$ cat src/rtl/mod107_pkg.sv
// rtl/mod107_pkg.sv - shared constants, FSM states and helpers for the mod-107 inverse unit
package mod107_pkg;

  localparam int MOD     = 107;
  localparam int RES_W   = 7;
  localparam int INV_EXP = MOD - 2;

  typedef enum logic [2:0] {
    IDLE,
    CHECK,
    SQR,
    MUL,
    DONE
  } inv_state_t;

  // Only a nonzero canonical residue has an inverse modulo a prime.
  function automatic logic is_residue(input logic [31:0] a, input logic [31:0] m);
    return (a != 32'd0) && (a < m);
  endfunction

endpackage

$ cat src/rtl/mod107_mul_serial.sv
// rtl/mod107_mul_serial.sv - bit-serial interleaved shift-add modular multiplier
module mod107_mul_serial
  import mod107_pkg::*;
#(
  parameter int MODULUS = MOD,
  parameter int W       = RES_W
) (
  input  logic         clk,
  input  logic         rst,
  input  logic         start,
  input  logic [W-1:0] x,
  input  logic [W-1:0] y,
  output logic         busy,
  output logic         done,
  output logic [W-1:0] p
);

  localparam int           CW = $clog2(W + 1);
  localparam logic [W+1:0] M1 = (W+2)'(MODULUS);
  localparam logic [W+1:0] M2 = (W+2)'(2 * MODULUS);

  logic [W-1:0]  r_acc;
  logic [W-1:0]  r_x;
  logic [W-1:0]  r_y;
  logic [CW-1:0] r_cnt;
  logic          r_busy;
  logic          r_done;

  // One Horner step: acc < M keeps 2*acc + y below 3M, so one of two
  // conditional subtractions is enough to land back in [0, M).
  function automatic logic [W-1:0] mod_step(input logic [W-1:0] acc,
                                            input logic         xb,
                                            input logic [W-1:0] yv);
    logic [W+1:0] t;
    t = {1'b0, acc, 1'b0} + (xb ? {2'b00, yv} : '0);
    if (t >= M2) begin
      t = t - M2;
    end else if (t >= M1) begin
      t = t - M1;
    end
    return t[W-1:0];
  endfunction

  // The start edge already consumes x's MSB, so a product takes exactly W edges
  // and done pulses in the cycle after the last one, ready for a chained start.
  always_ff @(posedge clk) begin
    if (rst) begin
      r_acc  <= '0;
      r_x    <= '0;
      r_y    <= '0;
      r_cnt  <= '0;
      r_busy <= 1'b0;
      r_done <= 1'b0;
    end else begin
      r_done <= 1'b0;
      if (start) begin
        r_acc  <= mod_step('0, x[W-1], y);
        r_x    <= {x[W-2:0], 1'b0};
        r_y    <= y;
        r_cnt  <= CW'(W - 1);
        r_busy <= 1'b1;
      end else if (r_busy) begin
        r_acc <= mod_step(r_acc, r_x[W-1], r_y);
        r_x   <= {r_x[W-2:0], 1'b0};
        r_cnt <= r_cnt - 1'b1;
        if (r_cnt == CW'(1)) begin
          r_busy <= 1'b0;
          r_done <= 1'b1;
        end
      end
    end
  end

  assign busy = r_busy;
  assign done = r_done;
  assign p    = r_acc;

endmodule

$ cat src/rtl/mod107_inverse_seq.sv
// rtl/mod107_inverse_seq.sv - Fermat modular inverse a^(M-2) mod M by square-and-multiply
module mod107_inverse_seq
  import mod107_pkg::*;
#(
  parameter int MODULUS = MOD,
  parameter int W       = RES_W
) (
  input  logic         clk,
  input  logic         rst,
  input  logic         in_valid,
  output logic         in_ready,
  input  logic [W-1:0] in_a,
  output logic         out_valid,
  input  logic         out_ready,
  output logic [W-1:0] out_inv,
  output logic         out_err
);

  localparam logic [W-1:0] EXP = W'(MODULUS - 2);
  localparam int           IW  = (W > 1) ? $clog2(W) : 1;

  inv_state_t   r_state;
  inv_state_t   w_state_nxt;

  logic [W-1:0] r_a;
  logic [IW-1:0] r_i;
  logic         r_in_ready;
  logic         r_out_valid;
  logic [W-1:0] r_inv;
  logic         r_err;

  logic         w_accept;
  logic         w_xfer;
  logic         w_mul_start;
  logic [W-1:0] w_mul_x;
  logic [W-1:0] w_mul_y;
  logic         w_mul_busy;
  logic         w_mul_done;
  logic         w_mul_fin;
  logic [W-1:0] w_mul_p;
  logic         w_init_i;
  logic         w_step_i;
  logic         w_fin_ok;
  logic         w_fin_err;

  assign w_accept  = in_valid & r_in_ready;
  assign w_xfer    = r_out_valid & out_ready;
  assign w_mul_fin = w_mul_done & ~w_mul_busy;

  // The running power r lives in the multiplier's product register; the FSM
  // feeds it straight back as the next operand so products chain with no gap.
  mod107_mul_serial #(
    .MODULUS(MODULUS),
    .W      (W)
  ) u_mul (
    .clk  (clk),
    .rst  (rst),
    .start(w_mul_start),
    .x    (w_mul_x),
    .y    (w_mul_y),
    .busy (w_mul_busy),
    .done (w_mul_done),
    .p    (w_mul_p)
  );

  // State register.
  always_ff @(posedge clk) begin
    if (rst) begin
      r_state <= IDLE;
    end else begin
      r_state <= w_state_nxt;
    end
  end

  // Next state, multiplier launch and operand select; the first square of r=1
  // is launched from CHECK with constant operands.
  always_comb begin
    w_state_nxt = r_state;
    w_mul_start = 1'b0;
    w_mul_x     = '0;
    w_mul_y     = '0;
    w_init_i    = 1'b0;
    w_step_i    = 1'b0;
    w_fin_ok    = 1'b0;
    w_fin_err   = 1'b0;
    case (r_state)
      IDLE: begin
        if (w_accept) begin
          w_state_nxt = CHECK;
        end
      end
      CHECK: begin
        if (!is_residue(32'(r_a), 32'(MODULUS))) begin
          w_fin_err   = 1'b1;
          w_state_nxt = DONE;
        end else begin
          w_init_i    = 1'b1;
          w_mul_start = 1'b1;
          w_mul_x     = W'(1);
          w_mul_y     = W'(1);
          w_state_nxt = SQR;
        end
      end
      SQR: begin
        if (w_mul_fin) begin
          if (EXP[r_i]) begin
            w_mul_start = 1'b1;
            w_mul_x     = w_mul_p;
            w_mul_y     = r_a;
            w_state_nxt = MUL;
          end else if (r_i == '0) begin
            w_fin_ok    = 1'b1;
            w_state_nxt = DONE;
          end else begin
            w_step_i    = 1'b1;
            w_mul_start = 1'b1;
            w_mul_x     = w_mul_p;
            w_mul_y     = w_mul_p;
            w_state_nxt = SQR;
          end
        end
      end
      MUL: begin
        if (w_mul_fin) begin
          if (r_i == '0) begin
            w_fin_ok    = 1'b1;
            w_state_nxt = DONE;
          end else begin
            w_step_i    = 1'b1;
            w_mul_start = 1'b1;
            w_mul_x     = w_mul_p;
            w_mul_y     = w_mul_p;
            w_state_nxt = SQR;
          end
        end
      end
      DONE: begin
        if (w_xfer) begin
          w_state_nxt = IDLE;
        end
      end
      default: w_state_nxt = IDLE;
    endcase
  end

  // Operand latch, exponent bit index, result registers and handshake flags.
  // in_ready drops on the accept edge but rises one cycle after IDLE is
  // re-entered; out_valid likewise follows DONE by one cycle.
  always_ff @(posedge clk) begin
    if (rst) begin
      r_a         <= '0;
      r_i         <= '0;
      r_inv       <= '0;
      r_err       <= 1'b0;
      r_in_ready  <= 1'b1;
      r_out_valid <= 1'b0;
    end else begin
      if (w_accept) begin
        r_a <= in_a;
      end
      if (w_init_i) begin
        r_i <= IW'(W - 1);
      end else if (w_step_i) begin
        r_i <= r_i - 1'b1;
      end
      if (w_fin_ok) begin
        r_inv <= w_mul_p;
        r_err <= 1'b0;
      end else if (w_fin_err) begin
        r_inv <= '0;
        r_err <= 1'b1;
      end
      r_in_ready  <= w_accept ? 1'b0 : (r_state == IDLE);
      r_out_valid <= w_xfer ? 1'b0 : (r_state == DONE);
    end
  end

  assign in_ready  = r_in_ready;
  assign out_valid = r_out_valid;
  assign out_inv   = r_inv;
  assign out_err   = r_err;

endmodule

$ cat config.mk
export PLATFORM = sky130hd
export DESIGN_NAME = mod107_inverse_seq
export DESIGN_NICKNAME = d
export VERILOG_FILES = /design/src/rtl/mod107_pkg.sv /design/src/rtl/mod107_mul_serial.sv /design/src/rtl/mod107_inverse_seq.sv
export SDC_FILE = /design/constraint.sdc
export NUM_CORES = 1
export LEC_CHECK = 0
export CAP_MARGIN = 20
export CORE_MARGIN = 5
export CORE_UTILIZATION = 41
export CTS_BUF_LIST = sky130_fd_sc_hd__clkbuf_16
export CTS_CLUSTER_DIAMETER = 30
export DETAILED_ROUTE_END_ITERATION = 8
export GPL_TIMING_DRIVEN = 0
export PLACE_DENSITY = 0.55
export RECOVER_POWER = 50
export REMOVE_ABC_BUFFERS = 1
export SETUP_SLACK_MARGIN = 0.4
export SLEW_MARGIN = 10
export SYNTH_ARGS = -nofsm -noshare
export SYNTH_HDL_FRONTEND = slang
export SYNTH_SLANG_ARGS = --single-unit
export TNS_END_PERCENT = 30
$ cat constraint.sdc
create_clock -name clk -period 3.6 [get_ports clk]
set_input_delay 0.36 -clock clk [delete_from_list [all_inputs] [get_ports clk]]
set_output_delay 0.36 -clock clk [all_outputs]
set_load 0.01 [all_outputs]
==> metrics.md <==
| Metric | Value |
|---|---|
| # DRC | `0` |
| Total power | `0.00161 W` |
| Library cells used by synthesis | `70` |
| CP required | `3.68 ns` |
| Synth Register Bits | `48` |
| Layout cell share with drive strength beyond 1 | `13.9%` |
| Number of synthesized flops with an enable pin | `0` |
| Synth top area share | `31.5%` |
| Slew margin rel. | `-35.9%` |
| WL per Instance | `16.1 um` |
| Final HPWL DP | `5520 um` |
| Initial antenna violation count | `0` |
| GRT Total Usage | `18.2%` |
| Worst Setup End Kind | `flop` |
| Final WL | `8110 um` |
| Setup TNS | `0 ns` |
| Worst r2r src | `u_mul.r_x[6]` |
| Max cap viols | `1` |
| Sequential area share after synthesis | `31.5%` |
| Final core utilization | `50.0%` |
| P&R area growth vs syn | `18.9%` |
| DP Area | `0.00329 sq mm` |
| Hold slack final | `0.449 ns` |
| CP Buf/Inv Count | `1` |
| Hold_sp | `u_mul.r_y[2]` |
| Failing checks | `max-capacitance violations, max-slew violations` |
| Reg2reg setup slack | `0.51 ns` |
| CTS Buffer Depth | `2` |
| Main flop type after synthesis | `dfxtp_1` |
| CTS root buf | `clkbuf_16` |
| Post-route minimum period | `3.09 ns` |
| RSZ-0062 raised after global routing | `true` |
| Mapped Area | `0.00305 sq mm` |
| CP max stage delay | `0.61 ns` |
| Max IR drop VDD | `0.000275 V` |
| Leak Pwr | `1.37 nW` |
| Largest cells by area after synthesis | `dfxtp_1 (32%), a21oi_1 (6.7%), ha_1 (6.2%)` |
| Power Density | `445 mW/mm^2` |
| Total congestion overflow | `0` |
| Synth Warn # | `0` |
| Worst-path clk slew | `0.07 ns` |
| FFs w/ async S/R, synth | `0%` |
| Top delay family on crit path | `adder cells` |
| # diodes | `0` |
| Die ar. | `0.00926 sq mm` |
| Top cell type by total area after synthesis | `dfxtp_1` |
| First-pass detailed-route iteration total | `5` |
| Layout Skew | `0.00960 ns` |
| Status | `complete, but fails checks` |
| Hold/Removal Path Class | `flop to flop` |
| Fmax | `323 MHz` |
| Syn_area_per_cell | `7.98 sq um` |
| Vias in the first global route | `2,639` |
| H-Tree Depth | `2` |
| Reg2reg end | `u_mul.p[4]` |
| Most common cell in the netlist | `dfxtp_1` |
| PortBufs | `20` |
| Critical-path top delay cell | `fa_2` |
| CTS buffer count | `5` |
| Crit path depth | `12` |
| Kind of critical path | `flop to flop` |
| DR vias/cell | `5.55` |
| CTS tree | `yes` |
| Hold Fails Final Rpt | `0` |
| Core Area | `0.00725 sq mm` |
| Post-layout nets | `430` |
| Routability cong. | `0.842` |
| Worst slew pin tran | `2.04 ns` |
| IO Count | `21` |
| Global-route wire length before repair | `13,300 um` |
| Worst hold path depth | `2` |
| Initial Utilization | `42.0%` |
| Worst EP arrival | `3.17 ns` |
| Routed vias | `2,792` |
| Clock Latency Late Sink | `0.29 ns` |
| Largest net degree at the start of global routing | `45` |
| Mapped Cells | `382` |
| R2R cell count | `12` |
| CP Max Fanout | `6` |
| Final setup fails | `0` |
| Most frequent cells after synthesis | `dfxtp_1 (48), nand2_1 (45), a21oi_1 (41)` |
| Final slew viol count | `45` |
| Cells along the critical path | `and2_1, ha_2, fa_2, inv_1, ha_1, a311oi_2, o22ai_1, nand3_1, nand2_1, a311o_1, o211ai_1, a211oi_1` |
| WHS Endpoint | `u_mul.r_y[2]` |
| Post-route clock period utilization | `85.9%` |
| CP Launch Type | `flop` |
| Site row count | `31` |
| Post-route ant nets | `0` |
| Die Wd | `96.2 um` |
| Die Ht | `96.2 um` |
| TritonCTS Sinks | `48` |
| Design area | `0.00362 sq mm` |
| Initial drt markers | `123` |
[cells in the final DEF, fill, tap and decap left out, types with 7 or more instances in the layout]
cell / instances
a21oi_1: 40
nor2_1: 33
clkdlybuf4s50_1: 8
dlygate4sd3_1: 11
a211oi_1: 9
inv_1: 12
a22oi_1: 10
xnor2_1: 7
nor3_1: 17
buf_4: 10
o21ai_0: 17
dfxtp_1: 45
and2_1: 8
ha_1: 13
nand2_1: 45
[cell families (layout without fill, tap and decap cells)]
kind of cell | after synthesis | after routing | share of synthesized area [%]
buf+inv | 32 | 54 | 4.23
mux | 4 | 4 | 1.35
fa+ha+maj | 16 | 16 | 6.81
compound gates | 128 | 128 | 29.1
flops | 48 | 48 | 31.5
xor+xnor | 12 | 12 | 3.45
simple gates | 142 | 142 | 23.6
[repair_timing]
action | CTS | global route
hold buffers | 0 | 0
pin swaps | 3 | 8
cloned | 0 | 1
setup endpoints to repair | 7 | 7
buffers inserted | 5 | 7
gates resized for setup | 6 | 18
[report_power, final]
part	internal, W	total (W)	switching [W]
Combinational	0.000197	0.000454	0.000257
Clock	0.000257	0.000462	0.000205
Sequential	0.000595	0.000697	0.000103
Total	0.00105	0.00161	0.000565
[area by class of cell]
type	instances	area, sq um
fill	756	3630
multi-input combinational	302	2040
sequential	48	970
timing repair buffer	33	297
clock buffer	5	125
tap	99	124
inverter	13	48.8
clock inverter	3	17.5
[worst max-delay path by stage]
stage,start,end,slack [ns]
after floorplan,u_mul.busy,u_mul.p[3],0.57
final,u_mul.r_x[6],u_mul.p[4],0.51
after global routing,u_mul.r_x[6],u_mul.p[4],0.36
after detailed placement,u_mul.busy,u_mul.p[3],-0.03
after global placement,u_mul.busy,u_mul.p[3],-0.02
after CTS,r_i[0],u_mul.p[3],0.39
[worst register-to-register path, stage by stage, from the launching register on]
cell	delay, ns
dfxtp_4	0.36
and2_1	0.16
ha_2	0.19
fa_2	0.61
inv_1	0.06
ha_1	0.22
a311oi_2	0.29
o22ai_1	0.12
nand3_1	0.12
nand2_1	0.15
a311o_1	0.39
o211ai_1	0.12
a211oi_1	0.10
[through the flow]
step           setup slack, ns  cells
2_1_floorplan            0.574    363
3_3_place_gp           -0.0218    482
3_5_place_dp           -0.0260    482
4_1_cts                  0.391    495
5_1_grt                  0.356    503
6_report                 0.509    503
[sequential cells by signal, summed over array words and instances (netlist names)]
register	count
u_mul.r_x	6
u_mul.p	7
u_mul.done	1
out_err	1
in_ready	1
out_valid	1
out_inv	7
r_a	7
r_i	3
u_mul.busy	1
u_mul.r_cnt	3
u_mul.r_y	7
r_state	3
[routing by layer]
layer	vias to the layer above	global-route usage, %	wire length (um)	part of all wire [%]
li1	1429	-	-	-
met1	1300	25.0	3980	49
met2	52	29.6	3790	47
met3	11	2.89	228	2.8
met4	0	4.86	120	1.5
met5	-	0	0	0
(Power assumes the default switching activity.)
